### src/rtl/lm_sm_sequencer.sv
// LM/SM expander between the fetch pipe register and decode.
// Multi-register loads/stores leave as one LW/SW micro-op per listed register; everything else passes through one register stage.
module lm_sm_sequencer #(
    parameter logic [3:0] OPC_LM = 4'b0110,
    parameter logic [3:0] OPC_SM = 4'b0111,
    parameter logic [3:0] OPC_LW = 4'b0100,
    parameter logic [3:0] OPC_SW = 4'b0101
) (
    input  logic        clk,
    input  logic        reset,
    input  logic        flush,
    input  logic        in_valid,
    input  logic [15:0] in_PC,
    input  logic [15:0] in_IR,
    output logic        in_ready,
    output logic        out_valid,
    output logic [15:0] out_PC,
    output logic [15:0] out_IR,
    output logic        out_last,
    input  logic        out_ready
);

    typedef enum logic {IDLE, SEQ} state_t;

    state_t      state, state_nx;
    logic [7:0]  mask, mask_nx;
    logic [2:0]  base, base_nx;
    logic [2:0]  count, count_nx;
    logic        ra_hold, ra_hold_nx;
    logic [2:0]  ra_off, ra_off_nx;
    logic        is_sm, is_sm_nx;
    logic [15:0] seq_pc, seq_pc_nx;
    logic        out_valid_nx, out_last_nx;
    logic [15:0] out_PC_nx, out_IR_nx;

    logic        adv, accept, in_lm, in_sm;
    logic [2:0]  in_base, in_ra_off, pick, idx, off;
    logic [7:0]  rest;
    logic        last_op;

    assign adv      = !out_valid || out_ready;
    assign in_ready = (state == IDLE) && adv && !flush && !reset;
    assign accept   = in_ready && in_valid;
    assign in_lm    = (in_IR[15:12] == OPC_LM);
    assign in_sm    = (in_IR[15:12] == OPC_SM);
    assign in_base  = in_IR[11:9];

    // Memory slot of the deferred base register is its rank in the original list.
    always_comb begin
        in_ra_off = '0;
        for (int k = 0; k < 8; k++) begin
            if ((3'(k) < in_base) && in_IR[k]) in_ra_off = in_ra_off + 3'd1;
        end
        pick = '0;
        for (int k = 7; k >= 0; k--) begin
            if (mask[k]) pick = 3'(k);
        end
    end

    always_comb begin
        state_nx     = state;
        mask_nx      = mask;
        base_nx      = base;
        count_nx     = count;
        ra_hold_nx   = ra_hold;
        ra_off_nx    = ra_off;
        is_sm_nx     = is_sm;
        seq_pc_nx    = seq_pc;
        out_valid_nx = out_valid;
        out_last_nx  = out_last;
        out_PC_nx    = out_PC;
        out_IR_nx    = out_IR;
        rest         = mask;
        idx          = base;
        off          = ra_off;
        last_op      = 1'b0;

        if (flush) begin
            state_nx     = IDLE;
            mask_nx      = '0;
            ra_hold_nx   = 1'b0;
            out_valid_nx = 1'b0;
            out_last_nx  = 1'b0;
        end else if (adv) begin
            if (state == IDLE) begin
                if (accept && (in_lm || in_sm)) begin
                    mask_nx      = in_IR[7:0];
                    base_nx      = in_base;
                    is_sm_nx     = in_sm;
                    seq_pc_nx    = in_PC;
                    count_nx     = '0;
                    ra_off_nx    = in_ra_off;
                    ra_hold_nx   = 1'b0;
                    out_valid_nx = 1'b0;
                    out_last_nx  = 1'b0;
                    // An LM that reloads its own base register must do that load last.
                    if (in_lm && in_IR[in_base]) begin
                        mask_nx[in_base] = 1'b0;
                        ra_hold_nx       = 1'b1;
                    end
                    if (in_IR[7:0] != 8'h00) state_nx = SEQ;
                end else if (accept) begin
                    out_valid_nx = 1'b1;
                    out_last_nx  = 1'b1;
                    out_PC_nx    = in_PC;
                    out_IR_nx    = in_IR;
                end else begin
                    out_valid_nx = 1'b0;
                    out_last_nx  = 1'b0;
                end
            end else begin
                // Ops issue in ascending order, so earlier issues plus a skipped base give the rank.
                if (mask != 8'h00) begin
                    idx     = pick;
                    rest    = mask & ~(8'h01 << pick);
                    off     = count + {2'b00, (ra_hold && (base < pick))};
                    last_op = (rest == 8'h00) && !ra_hold;
                end else begin
                    ra_hold_nx = 1'b0;
                    last_op    = 1'b1;
                end
                mask_nx      = rest;
                count_nx     = count + 3'd1;
                out_valid_nx = 1'b1;
                out_last_nx  = last_op;
                out_PC_nx    = seq_pc;
                out_IR_nx    = {(is_sm ? OPC_SW : OPC_LW), idx, base, 3'b000, off};
                if (last_op) state_nx = IDLE;
            end
        end
    end

    always_ff @(posedge clk) begin
        if (reset) begin
            state     <= IDLE;
            mask      <= '0;
            base      <= '0;
            count     <= '0;
            ra_hold   <= 1'b0;
            ra_off    <= '0;
            is_sm     <= 1'b0;
            seq_pc    <= '0;
            out_valid <= 1'b0;
            out_last  <= 1'b0;
            out_PC    <= '0;
            out_IR    <= '0;
        end else begin
            state     <= state_nx;
            mask      <= mask_nx;
            base      <= base_nx;
            count     <= count_nx;
            ra_hold   <= ra_hold_nx;
            ra_off    <= ra_off_nx;
            is_sm     <= is_sm_nx;
            seq_pc    <= seq_pc_nx;
            out_valid <= out_valid_nx;
            out_last  <= out_last_nx;
            out_PC    <= out_PC_nx;
            out_IR    <= out_IR_nx;
        end
    end

endmodule

### config.mk
export PLATFORM = sky130hd
export DESIGN_NAME = lm_sm_sequencer
export DESIGN_NICKNAME = d
export VERILOG_FILES = /design/src/rtl/lm_sm_sequencer.sv
export SDC_FILE = /design/constraint.sdc
export NUM_CORES = 1
export LEC_CHECK = 0
export BUFFER_PORTS_ARGS = -buffer_cell sky130_fd_sc_hd__buf_2
export CORE_UTILIZATION = 56
export CTS_BUF_LIST = sky130_fd_sc_hd__clkbuf_16
export CTS_CLUSTER_SIZE = 25
export DETAILED_ROUTE_END_ITERATION = 10
export PLACE_DENSITY_LB_ADDON = 0.08
export SLEW_MARGIN = 10
export SYNTH_ARGS = -nofsm -noshare
export SYNTH_HDL_FRONTEND = slang
export SYNTH_SLANG_ARGS = --single-unit
### constraint.sdc
create_clock -name clk -period 4.69 [get_ports clk]
set_clock_uncertainty 0.1 [all_clocks]
set_input_delay 0.2345 -clock clk [delete_from_list [all_inputs] [get_ports clk]]
set_output_delay 0.2345 -clock clk [all_outputs]
set_load 0.01 [all_outputs]
==> results of run 1 <==
## routing by layer
layer  vias to the layer above  routed length (microns)  part of all wire
met3                        19                      632             0.063
met2                       143                     4752              0.47
met5                         -                        0                 0
met4                         0                      199             0.020
met1                      1710                     4488              0.45
li1                       1760                        -                 -
## registers in the layout, indices dropped and copies added (netlist names)
signal,flops
count,3
out_last,1
is_sm,1
out_valid,1
ra_off,3
base,3
state,1
mask,8
seq_pc,16
out_PC,16
out_IR,16
ra_hold,1
## cells in the final DEF, fill, tap and decap left out, types with 4 or more instances in the layout
cell | synthesis | layout
inv_1 | 8 | 9
o311ai_0 | 5 | 5
a211oi_2 | 14 | 14
a211oi_1 | 8 | 8
buf_4 | 4 | 5
dfxtp_1 | 70 | 69
o21ai_0 | 14 | 14
xnor2_1 | 9 | 9
mux2i_1 | 26 | 26
o21bai_1 | 4 | 4
buf_2 | 9 | 71
nand3b_1 | 5 | 5
a21oi_1 | 45 | 45
a22oi_1 | 6 | 6
o211ai_1 | 7 | 7
nand3_1 | 5 | 5
nor4_1 | 4 | 4
clkbuf_16 | 0 | 9
nand2_1 | 73 | 73
ha_1 | 11 | 11
nor2_1 | 52 | 52
nor3_1 | 9 | 9
## cells by family (layout without fill, tap and decap cells)
group | after synthesis | in the layout | synth area share
AO/OA/AOI/OAI | 128 | 128 | 0.2383
AND/OR/NAND/NOR | 171 | 171 | 0.2050
buffers and inverters | 49 | 100 | 0.05681
XOR/XNOR | 11 | 11 | 0.02514
adder cells (fa/ha/maj) | 13 | 13 | 0.04114
multiplexers | 26 | 26 | 0.06791
flip-flops | 70 | 70 | 0.3657
## path summary, 6_finish.rpt
kind                              to                    start  cells after the start  slack, ns
min reg2reg  out_IR[10]$_SDFFE_PP0P_  out_IR[10]$_SDFFE_PP0P_                      2       0.36
min           seq_pc[5]$_SDFFE_PP0P_                 in_PC[5]                      3       0.05
max reg2reg   out_IR[1]$_SDFFE_PP0P_     mask[0]$_SDFFE_PP0P_                     11       1.39
max           ra_off[2]$_SDFFE_PP0P_                in_IR[10]                     22       0.66
## layout make-up
type / instances / area share
Clock buffer: 9 / 0.05042
Clock inverter: 7 / 0.02185
Inverter: 8 / 0.006723
Multi-Input combinational cell: 349 / 0.4975
Sequential cell: 70 / 0.3140
Tap cell: 77 / 0.02157
Timing Repair Buffer: 76 / 0.08796
## where the power goes
part / switching [W] / internal, W / total, W / leakage [nW]
Combinational: 0.000113 / 0.0000733 / 0.000187 / 0.977
Clock: 0.000267 / 0.000467 / 0.000734 / 0.157
Sequential: 0.00000807 / 0.000610 / 0.000619 / 0.568
## worst max-delay path, cell delays in order
cell	delay, ns
buf_2	0.20
or2_2	0.34
o21a_1	0.19
ha_1	0.21
o21bai_1	0.17
and2_1	0.15
ha_1	0.28
and3_1	0.18
a31oi_1	0.25
inv_1	0.08
ha_1	0.33
nor2_1	0.15
a21oi_1	0.07
ha_1	0.29
o22ai_1	0.08
a21oi_1	0.20
ha_1	0.18
nand2_1	0.06
xnor2_1	0.19
xnor2_1	0.14
nand2_1	0.07
a21oi_1	0.14
## metrics by stage
stage	hold slack (ns)	std cells	util
4_1_cts	0.04310	596	0.6877
3_3_place_gp	0.3384	580	0.6380
6_report	0.04724	596	0.6877
2_1_floorplan	0.2705	468	-
5_1_grt	0.05466	596	0.6877
3_5_place_dp	0.3461	580	0.6380
==> results.toml, run 1 <==
[worst_setup_path]
cp_max_fo = 17
critical_path_required_ns = 4.85
setup.worst_path.start_class = "input port"
cp.arrival_ns = 4.19
crit_path_end_kind = "register"
crit_type = "in -> reg"

[drt]
viasPerCell = 6.094
drc = 2
wl_per_cell_microns = 16.90
wl_microns = 10070
drtPass1Iterations = 9
via_count = 3632
ant_nets = 0
drtIter0Drc = 249

[logic_synthesis]
yosysTopAreaCell = "dfxtp_1"
yosysTopAreaCellShare = 0.3657
syn_inst = 468
yosys.cell_count.top_type = "nand2_1"
synth-edff-count = 0
netlist_top_cells_area = "dfxtp_1, nand2_1, mux2i_1, a21oi_1, nor2_1"
async_reset_ff_frac = 0
postSynthRegisterBits = 70
synth_cell_types = 54
yosysSeqAreaShare = 0.3657
netlist_area_sq_mm = 0.003832
syn_area_per_cell_sq_um = 8.189
synth_common_cells = "nand2_1, dfxtp_1, nor2_1"
synth-main-ff-cell = "dfxtp_1"
syn-num-nets = 516
ys_warn_count = 0

[final_layout]
nNetsFinal = 562
area_growth_pct = 16.55
seqCellArea_sq_mm = 0.001403
drive_above_1_share = 0.2235
fin_area_sq_mm = 0.004467
nFillCells = 543
antenna_cells = 0
multi_input_area_sq_mm = 0.002222

[sta]
slew_viol_final = 0
setup-tns-final_ns = 0
relSlewSlack = 0.2950
worstMarginPinSlew_ns = 1.058
setup_ws_ns = 0.6585
min_period_over_period = 0.8596
min_period_ns = 4.032
fmax_mhz = 248.0
rsz0062_at_grt = "false"
setup_violations = 0
finalHoldViolCount = 0

[grt]
antenna_found_initial = 0
grtUsageMet2 = 0.4605
grt_pass1_vias = 3447
grt-busiest-layer = "met2"
gr-total-overflow = 0
use_met3 = 0.05310
grt_start_max_net_pins = 61
grt_usage = 0.2936
grt_pass1_wl_microns = 16750
gr-usage-met1 = 0.4009

[clocking]
clk_latency_ns = 0.33
clock-sinks = 70
cts_hold_buf = 0
post-cts-setup-buffers = 0
cts_buffers = 9
cts_root_buf = "clkbuf_16"
cts_resized = 0
cts_max_level = 3
cts_tree = "built"
clk_pin_slew_worst_paths_ns = 0.06
clock_path_buffers = 2

[die]
pin_count = 72
die_area_sq_mm = 0.007178
start_util = 0.5901
core-area_sq_mm = 0.006495
fp.dieW_microns = 84.73
rows = 29
die_h_microns = 84.73

[outcome]
violations = "design-rule violations"
status = "finished with violations"

[power]
power_w = 0.001540
power_density_mw_per_mm2 = 344.7
p_leak_nw = 1.703
vdd_ir_drop_max_uv = 215.7

[worst_hold_path]
hold_class = "in -> reg"

[place]
place_congestion = 0.9090
place.detailed.hpwl_microns = 6750
port_buffers = 71
dp_slack_ns = 0.3191
post_dp_cell_area_sq_mm = 0.004144

[flow_run]
cap_viol_max_count = 0
No activity file was read; power rests on OpenSTA's default activity.
==> run 2, diff against run 1 <==
--- a/config.mk
+++ b/config.mk
@@ -5,11 +5,11 @@
 export SDC_FILE = /design/constraint.sdc
 export NUM_CORES = 1
 export LEC_CHECK = 0
-export BUFFER_PORTS_ARGS = -buffer_cell sky130_fd_sc_hd__buf_2
-export CORE_UTILIZATION = 56
+export CORE_UTILIZATION = 63
 export CTS_BUF_LIST = sky130_fd_sc_hd__clkbuf_16
 export CTS_CLUSTER_SIZE = 25
 export DETAILED_ROUTE_END_ITERATION = 10
+export DONT_BUFFER_PORTS = 1
 export PLACE_DENSITY_LB_ADDON = 0.08
 export SLEW_MARGIN = 10
 export SYNTH_ARGS = -nofsm -noshare
==> run 2 against run 1 <==
  * The run ends with negative hold slack left
  * Clock power decreased by 3.3%
  * Power fell by 3.2%
  * Via count shrank 3.1%
  * Fmax is 6.4% higher
  * Global-route usage grew 3.9 points
  * Utilization increased by 5.7 points
  * Worst setup slack improved by 0.24 ns
  * Combinational power is 19% lower
  * Largest cell class unchanged
  * Largest power group unchanged
==> results.toml, run 2 (synthesized netlist as in run 1, its figures left out) <==
[clocking]
cts_tree = "built"
clk_pin_slew_worst_paths_ns = 0.05
clock_path_buffers = 2
cts_buffers = 9
clk_latency_ns = 0.33
cts_max_level = 3
cts_root_buf = "clkbuf_16"
cts_hold_buf = 26
post-cts-setup-buffers = 0
clock-sinks = 70
cts_resized = 0

[outcome]
violations = "negative hold slack"
status = "finished with violations"

[power]
sequentialPowerShare = 0.421
power.internal_w = 0.001143
clock_power_share = 0.477
power_density_mw_per_mm2 = 339.9
switching_share = 0.2330
power_frac_comb = 0.102
vdd_ir_drop_max_uv = 282.6
p_sw_w = 0.0003472
p_leak_nw = 1.494

[sta]
slew_viol_final = 0
whs_ns = -0.0005291
rsz0062_at_grt = "false"
fmax_mhz = 264.0
finalHoldViolCount = 1
min_period_over_period = 0.8076
worstMarginPinSlew_ns = 0.8749
setup_violations = 0
relSlewSlack = 0.4156
setup-tns-final_ns = 0
setup_ws_ns = 0.9021
min_period_ns = 3.788

[place]
place_congestion = 0.9293
place.detailed.hpwl_microns = 6393
placed_cells = 508
dp_slack_ns = 0.6515
port_buffers = 0

[die]
die_h_microns = 80.00
start_util = 0.6511
die_area_sq_mm = 0.006399
fp.dieW_microns = 80.00
pin_count = 72
core-area_sq_mm = 0.005886
rows = 28

[grt]
antenna_found_initial = 0
grt_start_max_net_pins = 59
gr-total-overflow = 0
grt_pass1_wl_microns = 16190
grt_usage = 0.3322
grt_pass1_vias = 3314

[final_layout]
area_growth_pct = 14.40
final_cell_mix = "nand2_1, dfxtp_1, nor2_1"
antenna_cells = 0
multi_input_area_sq_mm = 0.002222
nFillCells = 446
drive_above_1_share = 0.09916
final_common_cell = "nand2_1"
seqCellArea_sq_mm = 0.001403
reg_top3 = "out_IR: 16 flops, out_PC: 16 flops, seq_pc: 16 flops"
nNetsFinal = 518
fin_cells = 549

[drt]
viasPerCell = 6.410
drtIter0Drc = 383
wl_per_cell_microns = 18.57
drtPass1Iterations = 5
wl_microns = 10200
drc = 0
ant_nets = 0
via_count = 3519

[worst_hold_path]
min_from = "in_valid"
hold_class = "in -> reg"
hold_depth = 2
hold_end = "out_IR[15]$_SDFFE_PP0P_"

[worst_setup_path]
critPathMaxStageDelay_ns = 0.32
cp_num_buf_inv = 1
cp_max_fo = 16
setup.worst_path.start_class = "input port"
crit_chain = "or2_2 > o21a_1 > ha_1 > o21bai_1 > and2_1 > ha_1 > and3_1 > a31oi_1 > inv_1 > ha_1 > nor2_1 > a21oi_1 > ha_1 > o22ai_1 > a21oi_1 > ha_1 > nand2_1 > xnor2_1 > xnor2_1 > nand2_1 > a21oi_1"
critical_path_required_ns = 4.84
crit_path_end_kind = "register"
crit_path_top_delay_cell = "or2_2"
reg2reg_from = "mask[0]$_SDFFE_PP0P_"
cpMostUsedCell = "ha_1"
critical-path-top-delay-family = "adder cells"
r2r_end = "out_IR[1]$_SDFFE_PP0P_"
crit_type = "in -> reg"
reg2regPathDepth = 11
worst-r2r-setup-slack_ns = 1.31
cp.arrival_ns = 3.94

[flow_run]
cap_viol_max_count = 0
## run 2: cell type report
class / instances / area share
Multi-Input combinational cell: 349 / 0.5068
Tap cell: 75 / 0.02140
Clock inverter: 6 / 0.01998
Sequential cell: 70 / 0.3199
Clock buffer: 9 / 0.05137
Inverter: 8 / 0.006849
Timing Repair Buffer: 32 / 0.07363
## run 2: worst max-delay path by stage
stage | startpoint | end | slack (ns) | depth (start not counted)
floorplan | in_IR[11] | ra_off[2]$_SDFFE_PP0P_ | 0.55 | 23
global placement | in_IR[9] | ra_off[2]$_SDFFE_PP0P_ | 0.82 | 21
detailed placement | in_IR[9] | ra_off[2]$_SDFFE_PP0P_ | 0.65 | 21
CTS | in_IR[9] | ra_off[2]$_SDFFE_PP0P_ | 0.93 | 21
global route | in_IR[9] | ra_off[2]$_SDFFE_PP0P_ | 0.63 | 21
finish | in_IR[9] | ra_off[2]$_SDFFE_PP0P_ | 0.90 | 21
## run 2: worst reg2reg max path, delay by kind of cell (launching register included)
kind | cells | cell delay, ns
mux | 1 | 0.14
fa+ha+maj | 3 | 0.83
compound gates | 4 | 1.02
simple gates | 3 | 0.76
flops | 1 | 0.42
## run 2: per-stage QoR
stage	area [sq um]	utilization	total power [W]
5_1_grt	4384	0.7449	0.001535
6_report	4384	0.7449	0.001490
2_1_floorplan	3832	-	0.0007568
3_5_place_dp	3794	0.6446	0.0007612
3_3_place_gp	3794	0.6446	0.0007537
4_1_cts	4384	0.7449	0.001491
## run 2: power groups by stage
stage	sequential (W)	clock (W)	combinational, W
floorplan	0.000638	0	0.000119
global placement	0.000640	0	0.000113
detailed placement	0.000641	0	0.000120
CTS	0.000628	0.000713	0.000150
global route	0.000630	0.000739	0.000167
finish	0.000628	0.000710	0.000152
## run 2: layer usage
layer,wire length (microns),vias up,GRT usage
li1,-,1667,-
met1,4464,1698,0.4238
met2,4779,132,0.5393
met3,661,22,0.06629
met4,290,0,0.1482
met5,0,-,0
